[config.mk]
export PLATFORM = sky130hd
export DESIGN_NAME = bin2bcd_seq
export DESIGN_NICKNAME = d
export VERILOG_FILES = /design/src/rtl/bin2bcd_seq.sv
export SDC_FILE = /design/constraint.sdc
export NUM_CORES = 1
export LEC_CHECK = 0
export CAP_MARGIN = 0
export CORE_ASPECT_RATIO = 0.5
export CORE_MARGIN = 8
export CORE_UTILIZATION = 40
export CTS_BUF_LIST = sky130_fd_sc_hd__clkbuf_4
export CTS_CLUSTER_DIAMETER = 200
export DETAILED_ROUTE_END_ITERATION = 16
export MAX_ROUTING_LAYER = met4
export PLACE_DENSITY = 0.7
export RECOVER_POWER = 25
export SLEW_MARGIN = 10
export SYNTH_ARGS = -nofsm -noshare
export SYNTH_HDL_FRONTEND = slang
export SYNTH_SLANG_ARGS = --single-unit
[constraint.sdc]
create_clock -name clk -period 2.04 [get_ports clk]
set_clock_uncertainty 0.05 [all_clocks]
set_input_delay 0.408 -clock clk [delete_from_list [all_inputs] [get_ports clk]]
set_output_delay 0.408 -clock clk [all_outputs]
set_load 0.05 [all_outputs]
[src/rtl/bin2bcd_seq.sv]
// rtl/bin2bcd_seq.sv - sequential double-dabble binary to eight-digit packed BCD converter
module bin2bcd_seq #(
   parameter int W = 32
) (
   input  logic         clk,
   input  logic         rst_n,
   input  logic [W-1:0] bin_in,
   output logic [31:0]  bcd_out,
   output logic         ovf,
   output logic         busy,
   output logic         valid
);

   // Ten BCD digits sit above the binary field so the full 32-bit range converts exactly.
   localparam int        SW   = W + 40;
   localparam logic [5:0] LAST = 6'(W - 1);

   typedef enum logic [1:0] {
      IDLE  = 2'd0,
      SHIFT = 2'd1,
      LOAD  = 2'd2
   } state_t;

   state_t          state;
   state_t          state_nxt;
   logic [W-1:0]    cap;
   logic [SW-1:0]   sh;
   logic [SW-1:0]   sh_adj;
   logic [5:0]      cnt;
   logic            pend;
   logic            start;

   // A conversion is wanted when the input moved away from the captured copy or one is pending.
   always_comb begin
      start = (bin_in != cap) || pend;
   end

   // Next-state decode; SHIFT leaves after the shift taken while cnt holds its last value.
   always_comb begin
      state_nxt = state;
      case (state)
         IDLE:    if (start) state_nxt = SHIFT;
         SHIFT:   if (cnt == LAST) state_nxt = LOAD;
         LOAD:    state_nxt = IDLE;
         default: state_nxt = IDLE;
      endcase
   end

   // Add 3 to every BCD nibble of 5 or more before the shift; nibbles never carry into each other.
   always_comb begin
      sh_adj = sh;
      for (int i = 0; i < 10; i++) begin
         if (sh[W + 4*i +: 4] >= 4'd5) begin
            sh_adj[W + 4*i +: 4] = sh[W + 4*i +: 4] + 4'd3;
         end
      end
   end

   // State register.
   always_ff @(posedge clk or negedge rst_n) begin
      if (!rst_n) begin
         state <= IDLE;
      end else begin
         state <= state_nxt;
      end
   end

   // Datapath: capture, shift, and publish the result only on the LOAD edge so the display never shows partial values.
   always_ff @(posedge clk or negedge rst_n) begin
      if (!rst_n) begin
         cap     <= '0;
         sh      <= '0;
         cnt     <= '0;
         pend    <= 1'b1;
         bcd_out <= '0;
         ovf     <= 1'b0;
         valid   <= 1'b0;
         busy    <= 1'b0;
      end else begin
         busy <= (state_nxt != IDLE);
         case (state)
            IDLE: begin
               if (start) begin
                  cap  <= bin_in;
                  sh   <= {40'd0, bin_in};
                  cnt  <= '0;
                  pend <= 1'b0;
               end
            end
            SHIFT: begin
               sh  <= {sh_adj[SW-2:0], 1'b0};
               cnt <= cnt + 6'd1;
            end
            LOAD: begin
               bcd_out <= sh[W+31:W];
               ovf     <= |sh[W+39:W+32];
               valid   <= 1'b1;
            end
            default: ;
         endcase
      end
   end

endmodule

Yosys cells after proc, flatten, opt, wreduce, memory -nomap -nowiden
Cells that the tools add are included.
{ "totals": {"ff_bits": 148, "in_bits": 34, "out_inout_bits": 35, "elab_cells": 59} }
{ "op_classes": {"addsub": 11, "magnitude_cmp": 10, "eq_ne": 5, "n_mux": 17, "reduce_logical": 7} }
{ "op_table": {"columns": ["operator", "count"], "rows": [
  ["72-bit case mux with 2 select lines", 1],
  ["72-bit two-way mux", 1],
  ["4-bit by 3-bit >= comparator with 1-bit output, second input constant", 10],
  ["4-bit by 2-bit adder with 4-bit output, second input constant", 9],
  ["4-bit two-way mux", 9],
  ["32-bit inequality test", 1],
  ["6-bit case mux with 2 select lines", 1],
  ["8-bit OR reduction", 1],
  ["6-bit by 1-bit adder with 6-bit output, second input constant", 1],
  ["6-bit by 5-bit equality test with 1-bit output, second input constant", 1],
  ["6-bit two-way mux", 1],
  ["2-bit two-way mux", 2],
  ["2-bit case mux with 2 select lines", 1],
  ["2-bit AND reduction", 2],
  ["2-bit nonzero test", 2],
  ["3-bit by 2-bit adder with 3-bit output, second input constant", 1],
  ["3-bit two-way mux", 1],
  ["2-bit by 1-bit equality test with 1-bit output, second input constant", 1],
  ["2-bit equality test, second input constant", 1],
  ["2-bit logical NOT", 1],
  ["2-bit inequality test, second input constant", 1],
  ["1-bit logical OR", 1]
]} }

Depth between registers and ports, before layout
Gate-level depths: netlist (run 1).
{ "logic_depth": {"word_depth": 5, "mapped_depth": 7, "mapped_depth_nobuf": 7} }

Worst setup path after synthesis (run 1)
OpenSTA, ideal clock, no wires.
{ "synth_timing": {"path_kind": "input port to flip-flop", "startpoint": "input bin_in[26]", "endpoint": "register cap[24]", "setup_time_ns": 0.127, "t_arrival_ns": 1.959, "t_required_ns": 1.863, "setup_slack_ns": -0.096, "cell_stages": 7, "n_path_buf": 2, "cell_sequence": "xor2_1 nor4_1 nand4_1 o31ai_2 buf_4 buf_6 mux2_1"} }
{ "synth_between": {"elab_chain_len": 3} }
{ "synth_rtl": {"columns": ["element", "line", "source"], "rows": [
  ["from (decl)", "7", "input logic [W-1:0] bin_in,"],
  ["32-bit inequality test", "35", "start = (bin_in != cap) || pend;"],
  ["1-bit logical OR", "35", null],
  ["2-bit AND reduction (no line)", null, null],
  ["to (signal assigned)", "84", "cap <= bin_in;"],
  ["to (decl)", "26", "logic [W-1:0] cap;"]
]} }
No other way between the ends.
A chain may end at the register's enable or synchronous reset.

Worst setup path after layout (run 1)
{ "layout_timing": {"startpoint": "register cap[24]", "endpoint": "register cap[20]"} }
{ "layout_between": {"elab_chain_len": 3} }
{ "layout_rtl": {"columns": ["element", "line"], "rows": [
  ["32-bit inequality test", "35"],
  ["1-bit logical OR", "35"],
  ["2-bit AND reduction (no line)", null]
]} }
No other way between the ends.

==> results of run 1 <==
## how the worst min path moves through the flow
stage	slack [ps]	endpoint	cells after the start	from
2_1_floorplan	60	bcd_out[0]$_DFFE_PN0N_	0	rst_n
3_3_place_gp	320	cap[6]$_DFFE_PN0P_	1	rst_n
3_5_place_dp	330	cap[18]$_DFFE_PN0P_	1	rst_n
4_1_cts	270	cap[6]$_DFFE_PN0P_	2	rst_n
5_1_grt	450	cap[19]$_DFFE_PN0P_	2	bin_in[19]
6_report	430	bcd_out[24]$_DFFE_PN0N_	2	bcd_out[24]$_DFFE_PN0N_
## logic make-up (layout without fill, tap and decap cells)
kind of cell             Yosys count  count (layout)  share of synthesized area
AO/OA/AOI/OAI                    166             166                      0.145
XOR/XNOR                          45              45                     0.0518
adder cells (fa/ha/maj)           23              23                     0.0379
buffers and inverters            103             237                     0.0540
flip-flops                       148             148                      0.487
multiplexers                      56              56                     0.0816
other                              0               1                          0
AND/OR/NAND/NOR                  210             210                      0.142
## per-stage QoR
step	hold WS (ps)	worst slack, ps
3_3_place_gp	320	-954
3_5_place_dp	328	-930
2_1_floorplan	62.4	-91.6
6_report	435	-406
5_1_grt	446	-433
4_1_cts	271	-318
## report_power, final
group,total (mW),internal (mW),switching (mW)
Sequential,3.37,3.14,0.229
Clock,2.15,1.01,1.14
Combinational,1.45,0.721,0.730
Total,6.97,4.87,2.10
## synth_stat cells
master,n,area (um^2)
sky130_fd_sc_hd__dfrtp_1,147,3680
sky130_fd_sc_hd__nand2_1,81,304
sky130_fd_sc_hd__inv_1,51,191
sky130_fd_sc_hd__clkbuf_1,37,139
sky130_fd_sc_hd__mux2_2,37,417
sky130_fd_sc_hd__nand4_1,37,231
sky130_fd_sc_hd__o21ai_0,37,185
sky130_fd_sc_hd__nor2b_1,33,206
sky130_fd_sc_hd__a21oi_1,32,160
sky130_fd_sc_hd__a22oi_1,31,233
sky130_fd_sc_hd__o211ai_1,31,233
sky130_fd_sc_hd__xor2_1,27,236
sky130_fd_sc_hd__ha_1,23,288
sky130_fd_sc_hd__nor2_1,20,75.1
sky130_fd_sc_hd__a211oi_1,19,143
sky130_fd_sc_hd__xnor2_1,18,158
sky130_fd_sc_hd__nand2b_1,15,93.8
sky130_fd_sc_hd__mux2_1,11,124
sky130_fd_sc_hd__a32o_1,10,100
sky130_fd_sc_hd__nor3b_1,9,67.6
sky130_fd_sc_hd__mux2i_1,8,80.1
sky130_fd_sc_hd__buf_2,7,35.0
sky130_fd_sc_hd__nor4_1,7,43.8
sky130_fd_sc_hd__buf_1,4,15.0
sky130_fd_sc_hd__nor3_1,4,20.0
sky130_fd_sc_hd__buf_4,2,15.0
sky130_fd_sc_hd__a21o_1,1,7.51
sky130_fd_sc_hd__a221o_1,1,10.0
sky130_fd_sc_hd__a31oi_1,1,6.26
sky130_fd_sc_hd__and4_1,1,8.76
sky130_fd_sc_hd__and4bb_2,1,12.5
sky130_fd_sc_hd__buf_6,1,11.3
sky130_fd_sc_hd__dfstp_2,1,26.3
sky130_fd_sc_hd__inv_2,1,3.75
sky130_fd_sc_hd__nand4bb_1,1,11.3
sky130_fd_sc_hd__o21ai_1,1,5.00
sky130_fd_sc_hd__o31a_1,1,8.76
sky130_fd_sc_hd__o31ai_2,1,12.5
sky130_fd_sc_hd__or3_1,1,6.26
## layer usage
layer,vias to the layer above,GRT usage,share of wire
li1,2889,-,-
met1,3100,0.217,0.45
met2,170,0.277,0.49
met3,29,0.0320,0.043
met4,0,0.0589,0.018
met5,-,-,0
## registers in the layout, summed over array words and instances (netlist names)
| signal | cells |
|---|---|
| bcd_out | 32 |
| busy | 1 |
| cap | 32 |
| cnt | 6 |
| ovf | 1 |
| pend | 1 |
| sh | 72 |
| state | 2 |
| valid | 1 |
## worst reg2reg max path: stages (launching register included)
cell	delay (ps)
sky130_fd_sc_hd__dfrtp_1	410
sky130_fd_sc_hd__xor2_1	160
sky130_fd_sc_hd__nor4_2	370
sky130_fd_sc_hd__buf_4	180
sky130_fd_sc_hd__nand4_1	110
sky130_fd_sc_hd__buf_4	180
sky130_fd_sc_hd__o31ai_4	190
sky130_fd_sc_hd__buf_6	190
sky130_fd_sc_hd__clkbuf_16	180
sky130_fd_sc_hd__mux2_2	340
## final cells by class
cell class                      count  area share
Multi-Input combinational cell    500       0.379
Sequential cell                   148       0.374
Inverter                           52      0.0197
Antenna cell                        1    0.000252
Clock inverter                     12      0.0182
Timing Repair Buffer              153       0.162
Tap cell                          259      0.0327
Clock buffer                       20      0.0151
## repair_timing
action	CTS	global route
pin swaps	19	4
setup buffers	7	3
endpoints found under the hold margin	42	0
hold buffers	1	0
endpoints found under the setup margin	142	112
cloned	7	3
gates resized for setup	92	7
==> metrics, run 1 <==
cells traversed along the worst timing path=xor2_1 -> nor4_2 -> buf_4 -> nand4_1 -> buf_4 -> o31ai_4 -> buf_6 -> clkbuf_16 -> mux2_2; startpoint kind of the worst setup timing path=register; Chip Width=~210 um; remaining design rule violation count=0; Placement Rows=35; clk slew on worst S/H paths=approximately 130 ps; Post-Syn Area per Cell=between 10 and 15 um^2; relative max-transition margin=0.141; critical path required time=2470 ps; Total GRT Usage=0.172; share of cells above drive strength 1=0.235; violated checks=setup timing; total core area=0.0185 mm^2; #FFs+latches synth=roughly 150; Pre-Repair DR Iteration Count=5; Clock Tree Buf Depth=2; worst-skew pair later-pin latency=580 ps; PD cells=roughly 700 mW/mm^2; number of logic stages on the critical path including buffering=9; Fmax=approximately 410 MHz; number of fill cells in the layout=between 1.5k and 2k; Final Hold Viols=0; Routed WL=19.6 mm; fraction of the cycle the final worst path needs=1.20; worst setup slack after layout=-406 ps; type of destination of the critical path=register; H-Tree Depth=4; io pins=between 60 and 70; most common cell after layout, fill and taps aside=sky130_fd_sc_hd__dfrtp_1; number of nets in the layout=between 900 and 1k; overall overflow remaining after global route=0; transition at the pin with the smallest max-transition slack=around 1300 ps; number of vias per cell after detailed routing=approximately 5.4; number of global-route vias before repair=around 6.4k; peak fanout along the critical path=7; DRT antenna net count=0; total via count in the routed design=~6.2k; weighted congestion reported at the end of routability-driven placement=0.833; max incr delay on CP=410 ps; number of buffers added by the clock tree synthesis step=17; Sink Count=148; most prevalent standard cell on the critical path=sky130_fd_sc_hd__buf_4; final cell area excluding filler cells=0.00992 mm^2; share of the yosys chip area belonging to registers=0.487; Storage cell area=about 0.0037 mm^2; crit path max-delay cell type=sky130_fd_sc_hd__dfrtp_1; Synthesis Warnings=0; largest delay contributor family on the critical path=buffers and inverters; WL per Instance=around 17 um; worst supply voltage drop on vdd=between 0.4 and 0.5 mV; area used by multi-input combinational logic=~0.0038 mm^2; nets in the synthesized netlist=between 800 and 900; total design power=~7 mW; number of instances in the synthesized netlist=751; RR Endpoint=cap[20]$_DFFE_PN0P_; Die Y-Extent=~110 um; DP HPWL=12.5 mm; CTS tree=built; Placed Cells=about 1.1k; most frequent cells in the layout=sky130_fd_sc_hd__dfrtp_1, sky130_fd_sc_hd__nand2_1, sky130_fd_sc_hd__buf_4; Final Core Density=0.535; Iteration-0 DRC Markers=approximately 410; worst min-delay path class=reg2reg; port bufs=just under 70; initial antenna violation count=1; Initial Utilization=0.410; cell at the root of the clock tree=sky130_fd_sc_hd__clkbuf_4; Post-Place Cell Area=approximately 0.0090 mm^2; minimum setup slack among reg-to-reg paths=-410 ps; Final min period=roughly 2400 ps; reg-to-reg startpoint=cap[24]$_DFFE_PN0P_; critical path buffer and inverter count=4; result of the run=finished, violations left; capturing instance or port of the critical path=cap[20]$_DFFE_PN0P_; Distinct cells, synth=39; reported max-cap violation count=0; data arrival time of the critical path=2870 ps; Post-Layout Cell Count=~1.1k; RSZ-0062 raised after global routing=true; synthesis-to-finish area growth=30.5%; setup tns final=-32710 ps; leakage power total=between 4 and 5 nW; global-route wire length before repair=between 30 and 40 mm; pin count of the biggest net entering global routing=49; post-synthesis cell area=between 0.007 and 0.008 mm^2; launch point of the worst path=cap[24]$_DFFE_PN0P_; cell count of the worst reg-to-reg path=9; Worst Setup Path Type=reg2reg; Setup Viol. Count Final=between 100 and 150; Die Footprint=around 0.024 mm^2; Max Slew Vio Count=0
No activity file was read; power rests on OpenSTA's default activity.
==> run 2: changes to the inputs <==
--- a/config.mk
+++ b/config.mk
@@ -7,7 +7,7 @@
 export LEC_CHECK = 0
 export CAP_MARGIN = 0
 export CORE_ASPECT_RATIO = 0.5
-export CORE_MARGIN = 8
+export CORE_MARGIN = 5
 export CORE_UTILIZATION = 40
 export CTS_BUF_LIST = sky130_fd_sc_hd__clkbuf_4
 export CTS_CLUSTER_DIAMETER = 200
==> metrics, run 2 (synthesis gave the netlist of run 1 again) <==
WL per Instance=approximately 17 um; sequential cell fraction of total power=0.515; initial antenna violation count=0; PD cells=slightly below 700 mW/mm^2; weighted congestion reported at the end of routability-driven placement=approximately 0.8; Max Slew Vio Count=0; Post-Layout Cell Count=about 1.1k; fraction of the cycle the final worst path needs=1.16; number of buffers added by the clock tree synthesis step=17; area used by multi-input combinational logic=about 0.0037 mm^2; number of inserted diodes=0; io pins=69; Chip Width=just over 200 um; RSZ-0062 raised after global routing=true; data arrival time of the critical path=roughly 2800 ps; total core area=approximately 0.019 mm^2; Final Core Density=0.526; worst supply voltage drop on vdd=~0.40 mV; internal power component=approximately 4.6 mW; critical path required time=about 2400 ps; share of cells above drive strength 1=0.228; share of power burned in combinational logic=0.215; registers with the highest flip-flop counts=sh: 72 flops, bcd_out: 32 flops, cap: 32 flops; global-route wire length before repair=roughly 31 mm; most frequent cells in the layout=sky130_fd_sc_hd__dfrtp_1, sky130_fd_sc_hd__nand2_1, sky130_fd_sc_hd__buf_4; number of fill cells in the layout=between 1.5k and 2k; transition at the pin with the smallest max-transition slack=1370 ps; cells traversed along the worst timing path=xor2_1 -> nor4_2 -> buf_4 -> nand4bb_4 -> o31ai_4 -> buf_6 -> clkbuf_16 -> mux2_2; Placed Cells=~1.1k; max incr delay on CP=approximately 410 ps; overall overflow remaining after global route=0; pin count of the biggest net entering global routing=60; DP HPWL=around 12 mm; result of the run=finished, violations left; clk slew on worst S/H paths=120 ps; Initial Utilization=0.410; cell at the root of the clock tree=sky130_fd_sc_hd__clkbuf_4; Final Hold Viols=0; Net Switching=approximately 2.0 mW; worst setup slack after layout=-326 ps; Sink Count=around 150; H-Tree Depth=4; most common cell after layout, fill and taps aside=sky130_fd_sc_hd__dfrtp_1; worst-skew pair later-pin latency=between 500 and 600 ps; CTS tree=built; relative max-transition margin=0.0890; Clock Tree Buf Depth=2; type of destination of the critical path=register; DRT antenna net count=0; Worst Setup Path Type=reg2reg; number of nets in the layout=between 900 and 1k; Storage cell area=around 0.0037 mm^2; startpoint kind of the worst setup timing path=register; Iteration-0 DRC Markers=463; final cell area excluding filler cells=between 0.009 and 0.01 mm^2; number of global-route vias before repair=approximately 6.2k; Placement Rows=35; port bufs=just under 70; Fmax=423 MHz; Post-Place Cell Area=just under 0.009 mm^2; flip-flop count of the largest register, all copies and words added=slightly above 70; total via count in the routed design=between 6k and 7k; worst setup slack after placement=-941 ps; number of vias per cell after detailed routing=5.40; Clock power frac=0.271; Total GRT Usage=0.181; Die Y-Extent=around 110 um; Setup Viol. Count Final=112; Pre-Repair DR Iteration Count=5; peak fanout along the critical path=6; violated checks=setup timing; synthesis-to-finish area growth=28.2%; remaining design rule violation count=0; Routed WL=a little under 20 mm; most flop-heavy register=sh; Final min period=~2400 ps; leakage power total=4.32 nW; Die Footprint=0.0220 mm^2; reported max-cap violation count=0; switching share of power=0.304; crit path max-delay cell type=sky130_fd_sc_hd__dfrtp_1; worst min-delay path class=reg2reg
run 2: cell count changes in the layout (fill, tap and decap cells not counted), moves of 2 or more:
cell / before / now
sky130_fd_sc_hd__clkinvlp_4: 5 / 1
sky130_fd_sc_hd__nor2_4: 3 / 0
sky130_fd_sc_hd__dlygate4sd2_1: 30 / 27
sky130_fd_sc_hd__buf_16: 7 / 4
sky130_fd_sc_hd__nor2_1: 17 / 20
sky130_fd_sc_hd__clkinv_1: 0 / 3
sky130_fd_sc_hd__mux2_1: 10 / 4
sky130_fd_sc_hd__clkbuf_16: 3 / 5
sky130_fd_sc_hd__mux2_4: 3 / 9
sky130_fd_sc_hd__buf_12: 9 / 12
sky130_fd_sc_hd__buf_4: 59 / 56
sky130_fd_sc_hd__buf_6: 8 / 5
sky130_fd_sc_hd__bufinv_16: 4 / 2
run 2: worst max-delay path: cells and delay by family (launching register included):
| kind | cells | cell delay (ps) |
|---|---|---|
| XOR/XNOR | 1 | 150 |
| flip-flops | 1 | 410 |
| multiplexers | 1 | 330 |
| AO/OA/AOI/OAI | 1 | 320 |
| buffers and inverters | 3 | 550 |
| AND/OR/NAND/NOR | 2 | 460 |
run 2: final timing paths:
kind	from	endpoint	slack, ps	cells after the start
worst max-delay path	cap[12]$_DFFE_PN0P_	cap[23]$_DFFE_PN0P_	-330	8
max in group asynchronous	rst_n	cnt[5]$_DFFE_PN0P_	200	3
worst min register to register	cnt[5]$_DFFE_PN0P_	state[1]$_DFF_PN0_	430	1
worst min-delay path	cnt[5]$_DFFE_PN0P_	state[1]$_DFF_PN0_	430	1
worst max register to register	cap[12]$_DFFE_PN0P_	cap[23]$_DFFE_PN0P_	-330	8
min in group asynchronous	rst_n	sh[2]$_DFFE_PN0P_	640	2
run 2: repair_timing:
item / CTS / global route
buffers inserted: 4 / 5
pin swaps: 4 / 6
hold buffers: 1 / 0
hold endpoints to repair: 43 / 0
gates cloned: 4 / 6
setup endpoints to repair: 139 / 112
gates resized for setup: 69 / 20
run 2: metrics by stage:
step | hold slack (ps) | setup TNS (ps) | power (mW)
2_1_floorplan | 62.4 | -1290 | 4.22
3_3_place_gp | 352 | -89960 | 4.61
3_5_place_dp | 350 | -95250 | 4.67
4_1_cts | 309 | -24100 | 6.55
5_1_grt | 423 | -39850 | 6.94
6_report | 427 | -27430 | 6.56
run 2: power groups by stage:
stage	registers [mW]	clock network, mW	logic [mW]
floorplan	3.35	0	0.870
global placement	3.41	0	1.20
detailed placement	3.42	0	1.25
CTS	3.37	1.80	1.38
global route	3.41	1.93	1.60
finish	3.38	1.78	1.41
run 2: cell type report:
type	instances	area share
inverter	52	0.0200
sequential	148	0.380
multi-input combinational	500	0.384
timing repair buffer	145	0.159
clock buffer	20	0.0154
tap	259	0.0332
clock inverter	8	0.00911
run 2: layer usage:
layer | vias to the layer above | part of all wire | global-route usage | wire length, um
met3 | 25 | 0.038 | 0.0304 | 732
met5 | - | 0 | - | 0
met1 | 3076 | 0.46 | 0.235 | 8900
li1 | 2875 | - | - | -
met4 | 0 | 0.017 | 0.0554 | 320
met2 | 133 | 0.48 | 0.295 | 9370
